**src/rtl/dcache_controller.sv**
```systemverilog
// Dcache sequencing FSM: arbitrates one load and one store port onto the shared cache path,
// serves hits in one cycle and runs a single outstanding miss (writeback, fill, allocate).
module dcache_controller #(
  parameter int MEM_TAG_W = 4,
  parameter bit ST_FIRST  = 1'b0
) (
  input  logic                 clock,
  input  logic                 reset,
  input  logic                 ld_req,
  input  logic [63:0]          ld_addr,
  output logic                 ld_done,
  output logic [63:0]          ld_data,
  input  logic                 st_req,
  input  logic [63:0]          st_addr,
  input  logic [63:0]          st_data,
  output logic                 st_done,
  output logic [63:0]          rd1_addr,
  output logic                 rd1_search,
  input  logic                 rd1_hit,
  input  logic [63:0]          rd1_data,
  output logic [63:0]          wr1_addr,
  output logic                 wr1_search,
  output logic                 wr1_en,
  output logic                 wr1_from_mem,
  output logic [63:0]          wr1_data,
  output logic                 wr1_dirty,
  output logic                 wr1_valid,
  input  logic                 wr1_hit,
  input  logic                 evicted_valid,
  input  logic                 evicted_dirty,
  input  logic [63:0]          evicted_addr,
  input  logic [63:0]          evicted_data,
  output logic [1:0]           proc2mem_command,
  output logic [63:0]          proc2mem_addr,
  output logic [63:0]          proc2mem_data,
  input  logic [MEM_TAG_W-1:0] mem2proc_response,
  input  logic [MEM_TAG_W-1:0] mem2proc_tag,
  input  logic [63:0]          mem2proc_data
);

  localparam logic [1:0] CMD_NONE  = 2'b00;
  localparam logic [1:0] CMD_LOAD  = 2'b01;
  localparam logic [1:0] CMD_STORE = 2'b10;

  typedef enum logic [2:0] {IDLE, WB, FILL_REQ, FILL_WAIT, ALLOC} state_t;

  state_t                 state;
  logic                   rr;
  logic                   miss_st;
  logic [63:0]            miss_addr;
  logic [63:0]            miss_data;
  logic [63:0]            vic_addr;
  logic [63:0]            vic_data;
  logic [63:0]            fill_data;
  logic [MEM_TAG_W-1:0]   mem_tag;

  // A port whose done pulse is showing this cycle is still holding req; it must not be re-granted.
  logic        ld_pend, st_pend, arb_valid, grant_st, grant_ld, store_hit, tag_match;
  logic [63:0] sel_addr;

  assign ld_pend   = ld_req & ~ld_done;
  assign st_pend   = st_req & ~st_done;
  assign grant_st  = st_pend & (~ld_pend | rr);
  assign grant_ld  = ld_pend & ~grant_st;
  assign arb_valid = (state == IDLE) & ~reset & (ld_pend | st_pend);
  assign sel_addr  = grant_st ? st_addr : ld_addr;
  assign store_hit = arb_valid & grant_st & wr1_hit;
  assign tag_match = (mem_tag != '0) && (mem2proc_tag == mem_tag);

  // Cache and bus drive; the lookup must see the winner's address in the arbitration cycle itself.
  always_comb begin
    rd1_addr         = 64'd0;
    rd1_search       = 1'b0;
    wr1_addr         = 64'd0;
    wr1_search       = 1'b0;
    wr1_en           = 1'b0;
    wr1_from_mem     = 1'b0;
    wr1_data         = 64'd0;
    wr1_dirty        = 1'b0;
    wr1_valid        = 1'b0;
    proc2mem_command = CMD_NONE;
    proc2mem_addr    = 64'd0;
    proc2mem_data    = 64'd0;
    case (state)
      IDLE: begin
        rd1_search = arb_valid;
        wr1_search = arb_valid;
        rd1_addr   = arb_valid ? sel_addr : 64'd0;
        wr1_addr   = arb_valid ? sel_addr : 64'd0;
        wr1_en     = store_hit;
        wr1_dirty  = store_hit;
        wr1_valid  = store_hit;
        wr1_data   = store_hit ? st_data : 64'd0;
      end
      WB: begin
        proc2mem_command = CMD_STORE;
        proc2mem_addr    = vic_addr;
        proc2mem_data    = vic_data;
      end
      FILL_REQ: begin
        proc2mem_command = CMD_LOAD;
        proc2mem_addr    = {miss_addr[63:3], 3'b000};
      end
      FILL_WAIT: begin
        proc2mem_command = CMD_NONE;
      end
      ALLOC: begin
        wr1_addr     = miss_addr;
        wr1_en       = 1'b1;
        wr1_from_mem = 1'b1;
        wr1_valid    = 1'b1;
        wr1_dirty    = miss_st;
        wr1_data     = miss_st ? miss_data : fill_data;
      end
      default: begin
        proc2mem_command = CMD_NONE;
      end
    endcase
  end

  // Sequencing FSM with registered done pulses and miss bookkeeping.
  always_ff @(posedge clock or posedge reset) begin
    if (reset) begin
      state     <= IDLE;
      rr        <= ST_FIRST;
      ld_done   <= 1'b0;
      st_done   <= 1'b0;
      ld_data   <= 64'd0;
      miss_st   <= 1'b0;
      miss_addr <= 64'd0;
      miss_data <= 64'd0;
      vic_addr  <= 64'd0;
      vic_data  <= 64'd0;
      fill_data <= 64'd0;
      mem_tag   <= '0;
    end else begin
      ld_done <= 1'b0;
      st_done <= 1'b0;
      case (state)
        IDLE: begin
          if (arb_valid) begin
            rr <= grant_ld;
            if (grant_ld && rd1_hit) begin
              ld_data <= rd1_data;
              ld_done <= 1'b1;
            end else if (store_hit) begin
              st_done <= 1'b1;
            end else begin
              miss_st   <= grant_st;
              miss_addr <= sel_addr;
              miss_data <= st_data;
              vic_addr  <= evicted_addr;
              vic_data  <= evicted_data;
              if (evicted_valid && evicted_dirty) state <= WB;
              else if (grant_st)                  state <= ALLOC;
              else                                state <= FILL_REQ;
            end
          end
        end
        WB: begin
          if (mem2proc_response != '0) state <= miss_st ? ALLOC : FILL_REQ;
        end
        FILL_REQ: begin
          if (mem2proc_response != '0) begin
            mem_tag <= mem2proc_response;
            state   <= FILL_WAIT;
          end
        end
        FILL_WAIT: begin
          if (tag_match) begin
            fill_data <= mem2proc_data;
            mem_tag   <= '0;
            state     <= ALLOC;
          end
        end
        ALLOC: begin
          if (miss_st) begin
            st_done <= 1'b1;
          end else begin
            ld_done <= 1'b1;
            ld_data <= fill_data;
          end
          state <= IDLE;
        end
        default: state <= IDLE;
      endcase
    end
  end

endmodule
```
**config.mk**
```make
export PLATFORM = sky130hd
export DESIGN_NAME = dcache_controller
export DESIGN_NICKNAME = d
export VERILOG_FILES = /design/src/rtl/dcache_controller.sv
export SDC_FILE = /design/constraint.sdc
export NUM_CORES = 1
export LEC_CHECK = 0
export BUFFER_PORTS_ARGS = -buffer_cell sky130_fd_sc_hd__clkbuf_2
export CAP_MARGIN = 15
export CORE_AREA = 2 2 333 335
export CTS_CLUSTER_SIZE = 16
export DETAILED_ROUTE_END_ITERATION = 10
export DIE_AREA = 0 0 335 337
export PLACE_DENSITY_LB_ADDON = 0.25
export SYNTH_ARGS = -nofsm -noshare
export SYNTH_HDL_FRONTEND = slang
export SYNTH_SLANG_ARGS = --single-unit
```
**constraint.sdc**
```tcl
create_clock -name clock -period 16.5 [get_ports clock]
set_clock_uncertainty 0.2 [all_clocks]
set_input_delay 0.825 -clock clock [delete_from_list [all_inputs] [get_ports clock]]
set_output_delay 0.825 -clock clock [all_outputs]
set_load 0.05 [all_outputs]
```
# Word level (Yosys, flattened, before mapping)
# Cells that the tools add are included.
# W data, S select, Z words.
[op_classes]
eq_ne = 13
mux = 40
bitwise_logic = 17
reduce_logical = 14
[ops]
columns = ["operator", "n"]
rows = [
  ["$mux W64", 9],
  ["$pmux W64 S2", 4],
  ["$mux W3", 9],
  ["$ne A2 B2 Y1 const B", 7],
  ["$pmux W3 S4", 1],
  ["$mux W1", 9],
  ["$and A1 B1 Y1", 8],
  ["$mux W4", 2],
  ["$pmux W1 S2", 4],
  ["$pmux W4 S2", 1],
  ["$reduce_and A4 Y1", 2],
  ["$reduce_bool A4 Y1", 2],
  ["$not A1 Y1", 7],
  ["$eq A3 B2 Y1 const B", 2],
  ["$reduce_and A6 Y1", 1],
  ["$eq A4 B4 Y1", 1],
  ["$pmux W2 S2", 1],
  ["$reduce_and A2 Y1", 2],
  ["$reduce_bool A2 Y1", 2],
  ["$eq A3 B1 Y1 const B", 1],
  ["$eq A3 B3 Y1 const B", 1],
  ["$logic_and A1 B1 Y1", 3],
  ["$logic_not A3 Y1", 1],
  ["$reduce_and A3 Y1", 1],
  ["2 further kinds", 3],
]
[word_totals]
regBits = 395
output_inout_bits = 394

# Logic depth before layout (Yosys ltp)
# Gate-level depths: netlist of the first run.
[depth]
depth_word = 11
depth_mapped = 9

# Worst setup path after synthesis of the first run
# No wires, ideal clock.
[synth_path]
path_kind = "input -> output"
start = "input reset"
end = "output wr1_addr[43]"
arrival_ns = 12.492
required_time_ns = 15.475
setup_slack_ns = 2.983
cell_stages = 5
cell_sequence = "inv_1 -> o211ai_1 -> clkbuf_1 -> a2bb2oi_1 -> nor2_1"
[synth_via]
elab_chain_len = 5
[synth_rtl]
columns = ["element", "line_no", "source"]
rows = [
  ["from (decl)", "8", "input logic reset,"],
  ["$not A1 Y1", "65", "assign arb_valid = (state == IDLE) & ~reset & (ld_pend | st_pend);"],
  ["$and A1 B1 Y1 (2 in series)", "65", ""],
  ["$mux W64", "89", "wr1_addr = arb_valid ? sel_addr : 64'd0;"],
  ["$pmux W64 S2", "84", "case (state)"],
  ["to (decl)", "21", "output logic [63:0] wr1_addr,"],
]
# Every way passes these cells.

# Final worst setup path of the first run
[layout_path]
start = "register state[2]"
end = "register vic_data[54]"
[layout_via]
elab_chain_len = 7
[layout_rtl]
columns = ["element", "line_no", "source"]
rows = [
  ["from (decl)", "47", "state_t state;"],
  ["from (signal assigned)", "161", "if (mem2proc_response != '0) state <= miss_st ? ALLOC : FILL_REQ;"],
  ["$logic_not A3 Y1 (*)", "65, 139", ""],
  ["$and A1 B1 Y1 (2 in series)", "65", ""],
  ["$and A1 B1 Y1 (2 in series)", "67", "assign store_hit = arb_valid & grant_st & wr1_hit;"],
  ["$not A1 Y1 (no source line)", "--", ""],
  ["$reduce_and A4 Y1 (no source line) (*)", "--", ""],
  ["to (signal assigned)", "153", "vic_data <= evicted_data;"],
  ["to (decl)", "53", "logic [63:0] vic_data;"],
]
# Mark *: on every way between the ends. The rest lies on a longest branch, timed or not.
# A chain may end at the register's enable or synchronous reset.

==> results.py, run 1 <==
metrics = {
    "timing": {
        "finalMaxSlewViolations": 0,
        "fmax_ghz": 0.188,
        "fin_crit_sh_pct": 32.2,
        "rsz0062_at_grt": "no",
        "timing.slew.headroom_pct": 27.9,
        "worstMarginPinSlew_ps": 1080,
        "finalSetupViolCount": 0,
        "tns_ps": 0,
        "finalHoldViolCount": 0,
        "min_period_ps": 5310,
    },
    "route": {
        "drc": 0,
        "routedWlPerCell_um": 22.9,
        "viasPerCell": 4.20,
        "num_vias": 16400,
        "drt-pass1-iter-count": 5,
        "wl_um": 89500,
        "drt_iter0_drc": 707,
        "drtAntennaViolNets": 0,
    },
    "critical_path": {
        "path_depth": 8,
        "rr_startpoint": "state[2]$_DFFE_PP0P_",
        "crit_chain": "inv_2, o2111ai_4, buf_4, a211o_4, buf_4, buf_4, buf_4, mux2_1",
        "crit_top_cell": "buf_4",
        "reg2reg_to": "vic_data[54]$_DFFE_PP0P_",
        "required_ps": 16790,
        "path_class": "reg -> reg",
        "rrSetupSlack_ps": 11190,
        "path_max_fanout": 79,
        "reg2reg_depth": 8,
        "critPathBufInv": 5,
        "cp_slowest_cell": "buf_4",
        "cp-end-kind": "register",
        "cp_top_family": "buffers and inverters",
        "worst_setup_path_start_kind": "register",
        "cp-endpoint": "vic_data[54]$_DFFE_PP0P_",
        "cpPeakStageDelay_ps": 910,
        "cp-startpoint": "state[2]$_DFFE_PP0P_",
        "worstPathArrival_ps": 5610,
    },
    "layout": {
        "drive_above_1_share_pct": 54.1,
        "syn_to_final_growth_pct": 36.6,
        "fin_nets": 2899,
        "final_cells": 3911,
        "fin_area_um2": 27500,
        "fill_cells": 11900,
    },
    "floorplan": {
        "fp-row-count": 122,
        "num_io_pins": 858,
        "die_area_um2": 113000,
        "start_util_pct": 18.4,
        "core_um2": 110000,
        "dieHeight_um": 337,
        "die-width_um": 335,
    },
    "synthesis": {
        "synth_cell_types": 45,
        "syn-cell-area_um2": 20100,
        "synth_edf_count": 0,
        "synth_flop_cell": "dfrtp_1",
        "async_reset_ff_share_pct": 100,
        "synth.avg_cell_area_um2": 12.3,
        "synth_nets": 2100,
        "yosys_register_bits": 395,
        "yosysWarningCount": 0,
        "syn_inst": 1636,
        "yosysSeqAreaShare_pct": 49.1,
    },
    "global_route": {
        "antenna_found_initial": 25,
        "grt_max_degree": 129,
        "grt_pass1_vias": 17000,
        "grtUsageTotal_pct": 15.2,
        "grt_pass1_wl_um": 125000,
        "gr-total-overflow": 0,
    },
    "placement": {
        "gp_congestion": 0.806,
        "dp_hpwl_um": 67200,
        "portBuffers": 857,
        "place_inst": 3808,
        "placed_area_um2": 25800,
    },
    "clocking": {
        "cts_tree": "built",
        "clkLatencyLatePin_ps": 630,
        "cts_buffers": 51,
        "cts_setup_buffers": 0,
        "htree_levels": 2,
        "clk_pin_slew_ps": 60,
        "cts_num_sinks": 395,
        "cts_max_path_buffers": 3,
        "root_buffer": "clkbuf_16",
        "ctsHoldBuffers": 0,
        "cts_resized": 0,
    },
    "pwr": {
        "vdd_ir_drop_max_uv": 131,
        "pwr_density_cell_nw_per_um2": 209,
        "p_leak_nw": 14.0,
    },
    "run": {
        "maxCapViolations": 0,
    },
    "outcome": {
        "status": "complete, no violations",
    },
    "min_path": {
        "hold_path_class": "in -> async",
    },
}
==> how the worst min path moves through the flow <==
stage	from	endpoint
6_report	reset	miss_data[30]$_DFFE_PP0P_
5_1_grt	evicted_data[52]	vic_data[52]$_DFFE_PP0P_
4_1_cts	evicted_data[52]	vic_data[52]$_DFFE_PP0P_
3_5_place_dp	miss_addr[2]$_DFFE_PP0P_	miss_addr[2]$_DFFE_PP0P_
3_3_place_gp	miss_addr[2]$_DFFE_PP0P_	miss_addr[2]$_DFFE_PP0P_
2_1_floorplan	miss_addr[0]$_DFFE_PP0P_	miss_addr[0]$_DFFE_PP0P_
==> placed cells by master (no fill, tap or decap), types with 70 or more instances in the layout <==
| master | synthesis | routed |
|---|---|---|
| o21ai_0 | 74 | 74 |
| mux2_4 | 101 | 101 |
| mux2_2 | 256 | 256 |
| nand2_1 | 81 | 78 |
| dfrtp_1 | 395 | 393 |
| nor2_1 | 131 | 129 |
| mux2i_1 | 129 | 129 |
| clkbuf_2 | 0 | 857 |
| and2_1 | 70 | 70 |
==> final cells by class <==
| cell class | instances | area (µm²) | area share [%] |
|---|---|---|---|
| diodes | 10 | 25.0 | 0.0909 |
| clock inverters | 20 | 186 | 0.677 |
| flip-flops and latches | 395 | 9890 | 35.9 |
| multi-input cells | 1093 | 9610 | 34.9 |
| repair buffers | 883 | 4500 | 16.3 |
| clock buffers | 73 | 1480 | 5.37 |
| well taps | 1426 | 1780 | 6.48 |
| inverters | 11 | 48.8 | 0.177 |
==> routing by layer <==
metal | routed length [µm] | vias to the layer above | global-route usage (%)
met5 | 125 | - | 0
met4 | 3010 | 20 | 5.82
met3 | 7220 | 131 | 5.10
met2 | 43400 | 637 | 25.4
met1 | 35700 | 8112 | 18.0
li1 | - | 7519 | -
==> power breakdown <==
group,internal [mW],leakage (nW),switching [mW],total (mW)
logic,0.951,8.29,1.88,2.83
registers,1.45,4.86,0.360,1.81
clock network,0.654,0.816,0.471,1.12
total,3.05,14.0,2.71,5.76
==> cells in the mapped netlist, types with 27 or more instances <==
library cell	count	area share (%)
a2bb2oi_1	64	2.8
o2bb2ai_1	64	2.8
mux2_2	256	14
nor2_1	131	2.4
mux2_4	101	7.5
nand2_1	81	1.5
o21ai_0	74	1.8
a22o_1	61	2.7
clkbuf_1	79	1.5
mux2i_1	129	6.4
and2_1	70	2.2
dfrtp_1	395	49
mux2_1	27	1.5
buf_2	31	0.77
==> cells by family after synthesis <==
logic type             Yosys count  synth area share (%)
multiplexers                   513                  29.8
flip-flops                     395                  49.1
AND/OR/NAND/NOR                294                  6.58
AO/OA/AOI/OAI                  282                  10.9
buffers and inverters          148                  3.55
XOR/XNOR                         4                 0.174
==> worst register-to-register path, cell delays in order (launching register included) <==
cell       delay (ps)
dfrtp_4           800
inv_2             180
o2111ai_4         100
buf_4             480
a211o_4           520
buf_4             720
buf_4             750
buf_4            1010
mux2_1            420
==> flip-flops by register name (all words and copies together) (netlist names), 3 cells and up <==
signal,cells
fill_data,64
mem_tag,4
miss_addr,64
ld_data,64
vic_addr,64
state,3
miss_data,64
vic_data,64
==> through the flow <==
step / power (mW) / utilization (%) / hold WS (ps) / setup WS, ps
2_1_floorplan: 3.87 / - / 250 / 2980
3_3_place_gp: 4.67 / 23.6 / 266 / 10720
3_5_place_dp: 4.69 / 23.6 / 274 / 10630
4_1_cts: 5.85 / 25.1 / 146 / 11050
5_1_grt: 6.08 / 25.1 / 171 / 10830
6_report: 5.76 / 25.1 / 166 / 11190
No activity file was read; power rests on OpenSTA's default activity.
==> run 2: changes to the inputs <==
--- a/config.mk
+++ b/config.mk
@@ -7,10 +7,10 @@
 export LEC_CHECK = 0
 export BUFFER_PORTS_ARGS = -buffer_cell sky130_fd_sc_hd__clkbuf_2
 export CAP_MARGIN = 15
-export CORE_AREA = 2 2 333 335
+export CORE_AREA = 2 2 337 339
 export CTS_CLUSTER_SIZE = 16
 export DETAILED_ROUTE_END_ITERATION = 10
-export DIE_AREA = 0 0 335 337
+export DIE_AREA = 0 0 339 341
 export PLACE_DENSITY_LB_ADDON = 0.25
 export SYNTH_ARGS = -nofsm -noshare
 export SYNTH_HDL_FRONTEND = slang
==> constraint.sdc (replaced) <==
create_clock -name clock -period 4.86 [get_ports clock]
set_clock_uncertainty 0.2 [all_clocks]
set_input_delay 0.243 -clock clock [delete_from_list [all_inputs] [get_ports clock]]
set_output_delay 0.243 -clock clock [all_outputs]
set_load 0.05 [all_outputs]
==> results.py, run 2 (synthesized netlist as in run 1, its figures left out) <==
metrics = {
    "clocking": {
        "cts_buffers": 52,
        "root_buffer": "clkbuf_16",
        "cts_setup_buffers": 0,
        "clkLatencyLatePin_ps": 620,
        "cts_max_path_buffers": 3,
        "cts_num_sinks": 395,
        "cts_tree": "built",
        "cts_resized": 0,
        "htree_levels": 2,
        "clk_pin_slew_ps": 60,
    },
    "route": {
        "num_vias": 18300,
        "wl_met3_um": 7010,
        "dr.max_layer_used": "met5",
        "drc": 0,
        "wl_um": 93600,
        "m1WireLength_um": 37900,
        "drt-pass1-iter-count": 5,
        "drt_iter0_drc": 830,
        "routed-wl-met2_um": 45900,
        "viasPerCell": 4.10,
        "routedWlPerCell_um": 21.0,
        "drtAntennaViolNets": 0,
    },
    "timing": {
        "setup_ws_ps": 571,
        "finalHoldViolCount": 0,
        "holdWs_ps": 166,
        "timing.slew.headroom_pct": 26.5,
        "worstMarginPinSlew_ps": 1100,
        "fin_crit_sh_pct": 88.3,
        "tns_ps": 0,
        "min_period_ps": 4290,
        "finalMaxSlewViolations": 0,
        "fmax_ghz": 0.233,
        "rsz0062_at_grt": "no",
        "finalSetupViolCount": 0,
    },
    "global_route": {
        "grtUsageTotal_pct": 15.7,
        "grt_pass1_vias": 20000,
        "grt_max_degree": 149,
        "antenna_found_initial": 13,
        "gr-total-overflow": 0,
        "grt_pass1_wl_um": 137000,
    },
    "layout": {
        "fill_cells": 11600,
        "layout_commonest_cell": "clkbuf_2",
        "drive_above_1_share_pct": 49.1,
        "most-common-layout-cells": "857 x clkbuf_2, 460 x dlygate4sd3_1, 393 x dfrtp_1",
        "fin_nets": 3386,
        "fin_area_um2": 34100,
        "syn_to_final_growth_pct": 69.4,
    },
    "pwr": {
        "power_mw": 21.0,
        "p_int_mw": 11.2,
        "power_frac_comb_pct": 52.4,
        "vdd_ir_drop_max_uv": 296,
        "clkPwrFrac_pct": 18.5,
        "pwr_density_cell_nw_per_um2": 616,
        "p_leak_nw": 16.9,
        "sw_frac_of_total_pct": 46.6,
        "power_frac_seq_pct": 29.1,
        "p_sw_mw": 9.80,
    },
    "critical_path": {
        "path_max_fanout": 19,
        "path_class": "reg -> out",
        "cpPeakStageDelay_ps": 560,
        "cp_slowest_cell": "dlygate4sd3_1",
        "worstPathArrival_ps": 3850,
        "rr_startpoint": "st_done$_DFF_PP0_",
        "rrSetupSlack_ps": 1670,
        "reg2reg_depth": 6,
        "cp_top_family": "buffers and inverters",
        "reg2reg_to": "miss_addr[12]$_DFFE_PP0P_",
        "required_ps": 4420,
        "critPathBufInv": 4,
        "cp-end-kind": "output pin",
        "crit_top_cell": "buf_4",
        "crit_chain": "and2b_1, o21a_4, buf_4, mux2i_1, dlygate4sd3_1, buf_4, a2bb2oi_1, nor2_2, clkbuf_2",
        "worst_setup_path_start_kind": "register",
    },
    "outcome": {
        "status": "complete, no violations",
    },
    "placement": {
        "gp_congestion": 0.843,
        "dp_hpwl_um": 68600,
        "portBuffers": 857,
        "dp_slack_ps": 1520,
        "placed_area_um2": 27800,
    },
    "floorplan": {
        "die-width_um": 339,
        "die_area_um2": 116000,
        "dieHeight_um": 341,
        "num_io_pins": 858,
        "fp-row-count": 123,
        "start_util_pct": 18.0,
        "core_um2": 112000,
    },
    "min_path": {
        "hold_path_class": "in -> reg",
        "hold_depth": 5,
        "worstHoldEndpoint": "state[2]$_DFFE_PP0P_",
        "worstHoldStart": "mem2proc_tag[2]",
    },
    "run": {
        "maxCapViolations": 0,
    },
}
[run 2: cell count changes in the layout (fill, tap and decap cells not counted), moves of 11 or more]
cell	change
buf_12	+15
buf_4	+11
dlygate4sd3_1	+460
mux2_1	-21
mux2_2	-70
mux2_4	+91
o21ai_0	-65
o21ai_1	+64
o2bb2ai_1	-63
o2bb2ai_4	+62
[run 2: per-layer routing]
layer	vias to the layer above	global-route usage, %
met4	18	4.44
met2	665	27.2
met3	127	4.85
li1	8490	-
met1	9035	18.7
met5	-	0
[run 2: how the worst max path moves through the flow]
stage	from	slack, ps	to	cells after the start
finish	st_done$_DFF_PP0_	570	wr1_addr[2]	9
global route	st_done$_DFF_PP0_	330	wr1_addr[2]	9
CTS	st_done$_DFF_PP0_	490	wr1_addr[2]	9
detailed placement	st_done$_DFF_PP0_	1520	wr1_data[62]	7
global placement	st_done$_DFF_PP0_	1550	wr1_data[40]	7
floorplan	reset	-3920	wr1_addr[61]	5
[run 2: worst register-to-register path, cell delays in order (launching register included)]
cell	delay [ps]
dfrtp_1	390
and2b_1	300
o21a_4	440
buf_4	450
mux2i_1	530
dlygate4sd3_1	680
o21ai_1	70
[run 2: timing repair]
item | 4_1_cts | 5_1_grt
hold endpoints to repair | 448 | 0
hold buffers | 460 | 0
endpoints found under the setup margin | 0 | 0
[run 2: power by group through the flow]
stage | Combinational, mW | Sequential, mW | Clock [mW]
2_1_floorplan | 7.37 | 6.58 | 0
3_3_place_gp | 10.7 | 6.16 | 0
3_5_place_dp | 10.7 | 6.17 | 0
4_1_cts | 11.1 | 6.14 | 4.03
5_1_grt | 11.6 | 6.36 | 4.16
6_report | 11.0 | 6.13 | 3.89
[run 2: through the flow]
step                      cells  util [%]
after floorplan            1636         -
after CTS                  4462      30.5
final                      4467      30.5
after global placement     3908      24.9
after global routing       4464      30.5
after detailed placement   3908      24.9
[run 2: layout make-up]
class / count / area, µm² / area share, %
multi-input cells: 1093 / 11100 / 32.6
inverters: 11 / 45.0 / 0.132
clock buffers: 72 / 1470 / 4.30
well taps: 1500 / 1880 / 5.50
repair buffers: 1369 / 9480 / 27.8
flip-flops and latches: 395 / 9890 / 29.0
diodes: 5 / 12.5 / 0.0367
clock inverters: 22 / 220 / 0.645
==> run 3: changes to the inputs <==
--- a/config.mk
+++ b/config.mk
@@ -5,7 +5,7 @@
 export SDC_FILE = /design/constraint.sdc
 export NUM_CORES = 1
 export LEC_CHECK = 0
-export BUFFER_PORTS_ARGS = -buffer_cell sky130_fd_sc_hd__clkbuf_2
+export BUFFER_PORTS_ARGS = -buffer_cell sky130_fd_sc_hd__buf_2
 export CAP_MARGIN = 15
 export CORE_AREA = 2 2 337 339
 export CTS_CLUSTER_SIZE = 16
==> results.py, run 3 (synthesized netlist as in run 1, its figures left out) <==
metrics = {
    "critical_path": {
        "cp-startpoint": "st_done$_DFF_PP0_",
        "cp-end-kind": "output pin",
        "rrSetupSlack_ps": 1400,
        "cp-endpoint": "wr1_addr[0]",
        "path_class": "reg -> out",
        "reg2reg_depth": 6,
        "worstPathArrival_ps": 3990,
        "required_ps": 4420,
        "worst_setup_path_start_kind": "register",
        "path_max_fanout": 28,
        "rr_startpoint": "st_done$_DFF_PP0_",
        "reg2reg_to": "miss_addr[44]$_DFFE_PP0P_",
    },
    "timing": {
        "fmax_ghz": 0.225,
        "finalHoldViolCount": 0,
        "fin_crit_sh_pct": 91.2,
        "worstMarginPinSlew_ps": 1010,
        "finalMaxSlewViolations": 0,
        "min_period_ps": 4430,
        "holdWs_ps": 112,
        "finalSetupViolCount": 0,
        "rsz0062_at_grt": "no",
        "setup_ws_ps": 425,
        "timing.slew.headroom_pct": 32.7,
    },
    "outcome": {
        "status": "complete, no violations",
    },
    "pwr": {
        "pwr_density_cell_nw_per_um2": 617,
        "p_leak_nw": 17.0,
        "vdd_ir_drop_max_uv": 306,
    },
    "placement": {
        "dp_hpwl_um": 68900,
        "portBuffers": 857,
        "place_inst": 3906,
        "gp_congestion": 0.851,
        "dp_slack_ps": 1390,
    },
    "layout": {
        "most-common-layout-cells": "857 x buf_2, 459 x dlygate4sd3_1, 393 x dfrtp_1",
        "layout_commonest_cell": "buf_2",
        "fin_util_pct": 30.5,
        "syn_to_final_growth_pct": 69.2,
        "fin_nets": 3381,
        "final_cells": 4464,
        "drive_above_1_share_pct": 49.1,
    },
    "route": {
        "m1WireLength_um": 39600,
        "wl_um": 94600,
        "routedWlPerCell_um": 21.2,
        "drt-pass1-iter-count": 5,
        "drt_iter0_drc": 797,
        "wl_met3_um": 5870,
        "routed-wl-met2_um": 46600,
        "drc": 0,
        "num_vias": 18500,
        "dr.max_layer_used": "met5",
        "drtAntennaViolNets": 0,
        "viasPerCell": 4.14,
    },
    "global_route": {
        "grt_max_degree": 149,
        "gr-total-overflow": 0,
        "grt_pass1_wl_um": 137000,
        "grt_pass1_vias": 20100,
        "antenna_found_initial": 18,
        "grtUsageTotal_pct": 15.8,
    },
    "clocking": {
        "clkLatencyLatePin_ps": 610,
        "root_buffer": "clkbuf_16",
        "cts_max_path_buffers": 3,
        "clk_pin_slew_ps": 60,
        "cts_num_sinks": 395,
        "cts_buffers": 50,
        "cts_setup_buffers": 0,
        "htree_levels": 2,
        "cts_tree": "built",
    },
    "min_path": {
        "hold_path_class": "in -> async",
    },
    "floorplan": {
        "start_util_pct": 18.0,
        "core_um2": 112000,
        "fp-row-count": 123,
        "num_io_pins": 858,
        "die-width_um": 339,
        "dieHeight_um": 341,
        "die_area_um2": 116000,
    },
    "run": {
        "maxCapViolations": 0,
    },
}
## run 3: cell count changes in the layout (fill, tap and decap cells not counted), moves of 2 or more
| cell | previous run | this run |
|---|---|---|
| buf_12 | 16 | 14 |
| buf_2 | 0 | 857 |
| clkbuf_1 | 11 | 7 |
| clkbuf_2 | 857 | 0 |
| clkbuf_8 | 9 | 13 |
| clkinvlp_4 | 6 | 3 |
| diode_2 | 5 | 8 |
## run 3: layout make-up
class / instances / area, µm²
Tap cell: 1500 / 1880
Antenna cell: 8 / 20.0
Inverter: 11 / 45.0
Timing Repair Buffer: 1366 / 9430
Clock buffer: 71 / 1480
Clock inverter: 20 / 206
Sequential cell: 395 / 9890
Fill cell: 11600 / 77800
Multi-Input combinational cell: 1093 / 11100
## run 3: how the worst min path moves through the flow
stage,end,slack [ps],depth (start not counted)
global placement,st_done$_DFF_PP0_,180,2
floorplan,mem_tag[0]$_DFFE_PP0P_,160,2
detailed placement,fill_data[61]$_DFFE_PP0P_,190,2
CTS,ld_done$_DFF_PP0_,40,3
finish,miss_data[34]$_DFFE_PP0P_,110,3
global route,fill_data[61]$_DFFE_PP0P_,120,3
## run 3: where the power goes
group | internal (mW) | switching (mW) | leakage, nW | total (mW)
Combinational | 4.09 | 6.94 | 11.3 | 11.0
Clock | 2.28 | 1.59 | 0.839 | 3.87
Sequential | 4.91 | 1.22 | 4.86 | 6.13
## run 3: worst max-delay path, stage by stage (launching register included)
cell and delay, ps:
dfrtp_1 380, and2b_1 310, o21a_4 580, buf_4 470, mux2i_1 130, dlygate4sd3_1 580, buf_4 170, a2bb2oi_1 150
nor2_2 130, buf_2 380
## run 3: routing by layer
metal  global-route usage, %  vias up
li1                        -     8466
met1                    19.3     9238
met2                    27.5      646
met3                    3.94      111
met4                    4.52       10
met5                       0        -
## run 3: repair_timing
action	4_1_cts	5_1_grt
endpoints found under the hold margin	412	0
hold buffers	459	0
resized for setup	0	0
## run 3: metrics by stage
step / cell area [µm²] / power, mW / TNS [ps]
floorplan: 22000 / 14.0 / -2101480
global placement: 27800 / 16.8 / 0
detailed placement: 27800 / 16.9 / 0
CTS: 34100 / 21.3 / 0
global route: 34100 / 22.1 / 0
finish: 34100 / 21.0 / 0
